$ cat src/rtl/desplazador_pkg.sv
// Shared constants for the sequential shifter: mode codes and FSM state encoding.
// Latency: n/a (definitions only).
// Backpressure: n/a.
package desplazador_pkg;

  localparam logic [1:0] MODO_SLL = 2'b00;
  localparam logic [1:0] MODO_SRL = 2'b01;
  localparam logic [1:0] MODO_SRA = 2'b10;
  localparam logic [1:0] MODO_ROL = 2'b11;

  typedef enum logic [1:0] {
    IDLE  = 2'd0,
    SHIFT = 2'd1,
    DONE  = 2'd2
  } state_t;

endpackage

$ cat src/rtl/desplazamiento_unitario.sv
// One-position shift/rotate step for all four modes, plus the bit shifted out.
// Latency: combinational.
// Backpressure: none; pure function of its inputs.
module desplazamiento_unitario
  import desplazador_pkg::*;
#(
  parameter int N = 8
) (
  input  logic [N-1:0] data,
  input  logic [1:0]   modo,
  output logic [N-1:0] next,
  output logic         out
);

  // Select the single-step result and the bit that leaves the word.
  always_comb begin
    next = data;
    out  = 1'b0;
    case (modo)
      MODO_SLL: begin
        out  = data[N-1];
        next = {data[N-2:0], 1'b0};
      end
      MODO_SRL: begin
        out  = data[0];
        next = {1'b0, data[N-1:1]};
      end
      MODO_SRA: begin
        out  = data[0];
        next = {data[N-1], data[N-1:1]};
      end
      default: begin
        // ROL: the top bit wraps around into bit 0.
        out  = data[N-1];
        next = {data[N-2:0], data[N-1]};
      end
    endcase
  end

endmodule

$ cat src/rtl/desplazador_secuencial.sv
// Iterative multi-mode shifter: one bit position per clock under start/busy/done.
// Latency: done is high shamt cycles after the accept edge (next cycle for shamt=0).
// Backpressure: start is only honoured in IDLE; requests while busy are dropped.
module desplazador_secuencial
  import desplazador_pkg::*;
#(
  parameter int N  = 8,
  parameter int SW = $clog2(N)
) (
  input  logic          clk,
  input  logic          rst,
  input  logic          start,
  input  logic [N-1:0]  A,
  input  logic [SW-1:0] shamt,
  input  logic [1:0]    modo,
  output logic [N-1:0]  Y,
  output logic          carry,
  output logic          busy,
  output logic          done
);

  state_t        r_state;
  logic [N-1:0]  r_work;
  logic [SW-1:0] r_cnt;
  logic [1:0]    r_modo;
  logic          r_carry_int;
  logic [N-1:0]  r_y;
  logic          r_carry;
  logic          r_busy;
  logic          r_done;

  logic [N-1:0]  w_next;
  logic          w_out;

  desplazamiento_unitario #(.N(N)) u_paso (
    .data (r_work),
    .modo (r_modo),
    .next (w_next),
    .out  (w_out)
  );

  // Control FSM, counter, work register and registered outputs.
  always_ff @(posedge clk) begin
    if (rst) begin
      r_state     <= IDLE;
      r_work      <= '0;
      r_cnt       <= '0;
      r_modo      <= MODO_SLL;
      r_carry_int <= 1'b0;
      r_y         <= '0;
      r_carry     <= 1'b0;
      r_busy      <= 1'b0;
      r_done      <= 1'b0;
    end else begin
      case (r_state)
        IDLE: begin
          r_done <= 1'b0;
          if (start) begin
            r_work      <= A;
            r_cnt       <= shamt;
            r_modo      <= modo;
            r_carry_int <= 1'b0;
            r_busy      <= 1'b1;
            if (shamt == '0) begin
              // Zero-length shift: result is the operand, nothing left the word.
              r_state <= DONE;
              r_y     <= A;
              r_carry <= 1'b0;
              r_done  <= 1'b1;
            end else begin
              r_state <= SHIFT;
            end
          end
        end
        SHIFT: begin
          r_work      <= w_next;
          r_carry_int <= w_out;
          r_cnt       <= r_cnt - 1'b1;
          if (r_cnt == SW'(1)) begin
            // Final step: publish the step result directly as it lands.
            r_state <= DONE;
            r_y     <= w_next;
            r_carry <= w_out;
            r_done  <= 1'b1;
          end
        end
        DONE: begin
          r_state <= IDLE;
          r_busy  <= 1'b0;
          r_done  <= 1'b0;
        end
        default: begin
          r_state <= IDLE;
          r_busy  <= 1'b0;
          r_done  <= 1'b0;
        end
      endcase
    end
  end

  assign Y     = r_y;
  assign carry = r_carry;
  assign busy  = r_busy;
  assign done  = r_done;

endmodule

$ cat config.mk
export PLATFORM = sky130hd
export DESIGN_NAME = desplazador_secuencial
export DESIGN_NICKNAME = d
export VERILOG_FILES = /design/src/rtl/desplazador_pkg.sv /design/src/rtl/desplazamiento_unitario.sv /design/src/rtl/desplazador_secuencial.sv
export SDC_FILE = /design/constraint.sdc
export NUM_CORES = 1
export LEC_CHECK = 0
export BUFFER_PORTS_ARGS = -buffer_cell sky130_fd_sc_hd__buf_2
export CAP_MARGIN = 20
export CORE_UTILIZATION = 50
export CTS_BUF_LIST = sky130_fd_sc_hd__clkbuf_4 sky130_fd_sc_hd__clkbuf_8
export DETAILED_ROUTE_END_ITERATION = 8
export GPL_ROUTABILITY_DRIVEN = 0
export PLACE_DENSITY = 0.84
export SYNTH_ARGS = -nofsm -noshare
export SYNTH_HDL_FRONTEND = slang
export SYNTH_SLANG_ARGS = --single-unit
$ cat constraint.sdc
create_clock -name clk -period 1.79 [get_ports clk]
set_clock_uncertainty 0.15 [all_clocks]
set_input_delay 0.358 -clock clk [delete_from_list [all_inputs] [get_ports clk]]
set_output_delay 0.358 -clock clk [all_outputs]
set_load 0.05 [all_outputs]
After elaboration in Yosys (flattened, before gate mapping):

Cells that the tools add are included.

* register bits after elaboration: 26
* latch bits: 0
* RAM bits: 0
* memory bits (read-only): 0
* input bits: 16
* output and inout bits: 11
* word-level logic and storage cells: 51
* memories kept: 0

* $add $sub $neg: 1
* multipliers: 0
* div/mod/pow operators: 0
* magnitude comparators: 0
* equality and inequality tests: 7
* shifts and indexed selects: 0
* mux-type cells: 24
* bitwise gates (word level): 1
* reduce and logical (&&, ||, !) cells: 10

Operator list (number)
* 8-bit two-way mux: 4
* 8-bit case mux with 2 select lines: 2
* 8-bit case mux with 3 select lines: 1
* 1-bit two-way mux: 8
* 2-bit AND reduction: 4
* 2-bit two-way mux: 3
* 2-bit inequality test, second input constant: 3
* 1-bit case mux with 2 select lines: 3
* 3-bit case mux with 2 select lines: 1
* 2-bit by 1-bit == test with 1-bit output, second input constant: 2
* 2-bit zero test: 2
* 2-bit case mux with 2 select lines: 1
* 4-bit AND reduction: 1
* 3-bit by 1-bit == test with 1-bit output, second input constant: 1
* 3-bit zero test: 1
* 3-bit two-way mux: 1
* 3-bit by 1-bit subtractor with 3-bit output, second input constant: 1
* 2-bit == test, second input constant: 1
* 2-bit nonzero test: 1
* 2-bit OR reduction: 1
* 1-bit inverter: 1

Logic depth before layout (Yosys ltp):

* depth after elaboration: 5
* gate-level depth with buffers: 7
* mapped depth without buffers: 6

Modules after synthesis:

Synthesis repeated with hierarchy kept, for this count alone.

* cells, all modules: 140
* area, all modules: 1450.1 µm²

By module, submodules not included
* desplazador_secuencial: times used 1, cells an instance 119, area an instance 1275.0 µm², seq. area each 520.5 µm²
* desplazamiento_unitario: times used 1, cells an instance 21, area an instance 175.2 µm², seq. area each 0.0 µm²

Worst setup path after synthesis:

OpenSTA, ideal clock, no wires.

* path kind: register -> register
* start point: register r_modo[0]
* end point: register r_y[7], in the netlist Y[7]
* setup time: 0.117 ns
* data arrival time: 1.542 ns
* setup slack: -0.019 ns
* stages on the path, launching flop included: 7
* period minus slack after synthesis: 1.809 ns
* cells stage by stage: dfxtp_1 -> inv_1 -> ha_1 -> or2_1 -> clkbuf_1 -> a221o_1 -> a32o_1

* cells in the longest elaborated chain, start to end: 4
* elaborated cells between the ends (all ways): 6
* those cells by class: eq/ne: 2; mux: 3; reduce/logical: 1

RTL lines
* start, declared: RTL line desplazador_secuencial.sv:25 `logic [1:0] r_modo;`
* start signal, assigned: RTL line desplazador_secuencial.sv:61 `r_modo <= modo;`
* 2-bit == test (tied with other cells): RTL line desplazamiento_unitario.sv:19 `case (modo)`
* 8-bit case mux with 3 select lines (*): RTL line desplazamiento_unitario.sv:19
* 8-bit two-way mux (*): RTL line desplazador_secuencial.sv:79 `if (r_cnt == SW'(1)) begin`
* 8-bit case mux with 2 select lines (*): RTL line desplazador_secuencial.sv:55 `case (r_state)`
* end signal, assigned: RTL line desplazador_secuencial.sv:82 `r_y <= w_next;`
* end, declared: RTL line desplazador_secuencial.sv:27 `logic [N-1:0] r_y;`

Every way passes the cells marked *; elsewhere a longest branch is shown, timed or not. The select of a mux whose other input is x is not followed.
A chain may end at the register's enable or synchronous reset.

Worst setup path in the final report:

Ends and elaborated chain as after synthesis.

==> run metrics <==
initial antenna violation count 0; post-synthesis async set-or-reset flop share 0%; vias per cell just over 6; number of synthesized flops with an enable pin 0; outcome complete, but fails checks; number of vias after detailed routing 1255; RSZ-0062 raised after global routing true; total design power 1.44 mW; H-Tree Depth 1; fill cell count 159; clock-pin slew on the worst setup and hold paths about 0.15 ns; cell at the slowest stage of the critical path sky130_fd_sc_hd__dfxtp_4; overflow left after global routing 0; Starting Density 54.7%; post-route clock period utilization 101%; kind of cell adding the most delay to the critical path compound AO/OA/AOI/OAI gates; total number of yosys warnings 0; cell-by-cell listing of the critical path inv_4 > ha_4 > or2_4 > a221o_1 > a32o_1; combined global-route utilization of all metal layers about a quarter; TritonCTS sink count 26; class of the most critical setup path reg -> reg; endpoint kind of the worst setup timing path flip-flop; Layout Nets 197; area of the placeable core around 0.0023 mm^2; Ports 27; Final Worst Setup Slack -0.0228 ns; register bit count reported by yosys 26; peak supply drop 0.675 mV; Placed Cells 197; maximum frequency from static timing analysis 552 MHz; count of buffers inserted at the top-level ports 26; most used flip-flop cell after synthesis sky130_fd_sc_hd__dfxtp_1; overall die height 52.2 um; worst path buffer plus inverter count 1; detailed-placement wirelength estimate roughly 2200 um; Die W 52.2 um; final wirelength 3670 um; clock insertion delay at the later pin of the skew report 0.33 ns; utilization of the core after routing 72.9%; fraction of layout cells with a size suffix above 1 36.2%; count of cell types in the netlist 32; top cells by area, synth sky130_fd_sc_hd__dfxtp_1 (41%), sky130_fd_sc_hd__ha_1 (6.0%), sky130_fd_sc_hd__nor2_1 (6.0%); Hold Violations, Final 0; total inserted antenna cells 0; cell area power density 859 mW/mm^2; number of global-route vias before repair 1159; clock tree root buffer cell sky130_fd_sc_hd__clkbuf_4; post-synthesis cell type with the largest combined area sky130_fd_sc_hd__dfxtp_1; violations in the final reports setup timing; Slew Viols, Final 0; cell count after synthesis around 140; transition time of the tightest slew-check pin 0.512 ns; cell area after synthesis 0.00126 mm^2; site row count 17; pin count of the biggest net entering global routing 19; minimum clock period after layout around 1.8 ns; overall die area 0.00272 mm^2; detailed-route wire length per cell roughly 18 um; Avg Synthesized Cell Area just under 9 um^2; TritonCTS Buffers 3; Post-CTS Hold Fix Bufs 0; class of the tightest hold or removal check in -> reg; maximum buffer depth of the clock tree 2; setup violators final 2; Iter 0 DRT Violations 41; register area share after synthesis 41.4%; area overhead of the layout relative to synthesis 33.1%; Slew Limit Headroom between 60% and 70%; global-route wire length before repair about 5100 um; arrival time at the worst endpoint between 1.5 and 2 ns; max_cap viols 0; required time at the endpoint of the critical path 1.89 ns; reported leakage power 0.681 nW; CTS tree yes; area share of the leading cell type in the synthesized netlist 41.4%; drt pass-1 iters 4; number of antenna-violating nets in the routed design 0; post-synth net total between 150 and 200; library cell with the highest instance count after synthesis sky130_fd_sc_hd__dfxtp_1; largest fanout on the critical path 7; residual DRC count 0; leading cell types by count after synthesis sky130_fd_sc_hd__dfxtp_1 (26), sky130_fd_sc_hd__nor2_1 (20), sky130_fd_sc_hd__a21oi_1 (14), sky130_fd_sc_hd__nand2_1 (14); delay of the slowest cell on the worst path 0.42 ns; startpoint class of the critical path flip-flop; Post-Layout Cell Count 202
[worst register-to-register path: cells and delay by family, from the launching register on]
family          cells  cell delay (ns)
flops               1             0.42
fa+ha+maj           1             0.15
buf+inv             1             0.06
simple gates        1             0.31
compound gates      2             0.65
[power by group]
| part | internal [mW] | total (mW) | switching [mW] |
|---|---|---|---|
| clock network | 0.125 | 0.316 | 0.191 |
| registers | 0.628 | 0.689 | 0.0616 |
| logic | 0.173 | 0.433 | 0.260 |
| total | 0.925 | 1.44 | 0.512 |
[path summary, 6_finish.rpt]
check	from	slack, ns	cells after the start	to
worst max-delay path	r_modo[0]	-0.02	5	Y[7]
worst min-delay path	modo[1]	0.14	3	r_modo[1]
worst max register to register	r_modo[0]	-0.02	5	Y[7]
worst min register to register	Y[7]	0.33	1	Y[7]
[what timing repair did]
| item | in CTS | in global routing |
|---|---|---|
| pin swaps | 1 | 19 |
| gates resized for setup | 8 | 25 |
| setup endpoints to repair | 9 | 13 |
| buffers inserted | 0 | 1 |
| cloned | 0 | 0 |
[layer usage]
metal | GRT usage, % | routed length, um
met1 | 31.4 | 1440
met2 | 43.2 | 1830
met3 | 7.02 | 268
met4 | 9.21 | 130
met5 | 0 | 0
[through the flow]
stage / hold slack, ns / worst slack (ns) / area, um^2 / TNS (ns)
floorplan: 0.299 / 0.0198 / 1260 / 0
global placement: 0.296 / 0.00195 / 1460 / 0
detailed placement: 0.301 / -0.0397 / 1460 / -0.137
CTS: 0.124 / -0.00453 / 1540 / -0.00572
global route: 0.146 / -0.0874 / 1670 / -0.192
finish: 0.137 / -0.0228 / 1670 / -0.0230
[registers in the layout, indices dropped and copies added (netlist names)]
| name | flops |
|---|---|
| busy | 1 |
| r_work | 8 |
| r_modo | 2 |
| done | 1 |
| carry | 1 |
| r_cnt | 3 |
| Y | 8 |
| r_state | 2 |
[cells in the final DEF (no fill, tap or decap), types with 2 or more instances in the layout]
cell type | Yosys | layout
sky130_fd_sc_hd__a221oi_2 | 1 | 3
sky130_fd_sc_hd__or3_1 | 7 | 7
sky130_fd_sc_hd__nor2_1 | 20 | 19
sky130_fd_sc_hd__a31oi_1 | 2 | 2
sky130_fd_sc_hd__dfxtp_1 | 26 | 23
sky130_fd_sc_hd__a21oi_1 | 14 | 12
sky130_fd_sc_hd__a21oi_2 | 0 | 2
sky130_fd_sc_hd__buf_2 | 2 | 26
sky130_fd_sc_hd__a221oi_4 | 0 | 5
sky130_fd_sc_hd__ha_1 | 6 | 3
sky130_fd_sc_hd__clkbuf_4 | 0 | 3
sky130_fd_sc_hd__dfxtp_4 | 0 | 2
sky130_fd_sc_hd__nor3_1 | 2 | 2
sky130_fd_sc_hd__inv_1 | 4 | 2
sky130_fd_sc_hd__nand3_1 | 3 | 3
sky130_fd_sc_hd__ha_4 | 0 | 3
sky130_fd_sc_hd__a22o_1 | 7 | 7
sky130_fd_sc_hd__nand2_1 | 14 | 14
sky130_fd_sc_hd__buf_4 | 1 | 6
sky130_fd_sc_hd__nand2b_1 | 4 | 3
sky130_fd_sc_hd__a211oi_1 | 5 | 5
[cell families after synthesis]
logic type | synth area share (%)
AOI/OAI and AO/OA | 25.3
buffers and inverters | 3.88
DFF | 41.4
muxes | 0.796
adders and majority gates | 5.97
and+or+nand+nor | 22.7
[area by class of cell]
class | count | area [um^2] | share of cell area [%]
multi-input cells | 106 | 850 | 50.7
flip-flops and latches | 26 | 529 | 31.6
repair buffers | 34 | 206 | 12.3
clock buffers | 4 | 36.3 | 2.17
well taps | 28 | 35.0 | 2.09
inverters | 4 | 17.5 | 1.05
(Power assumes the default switching activity.)
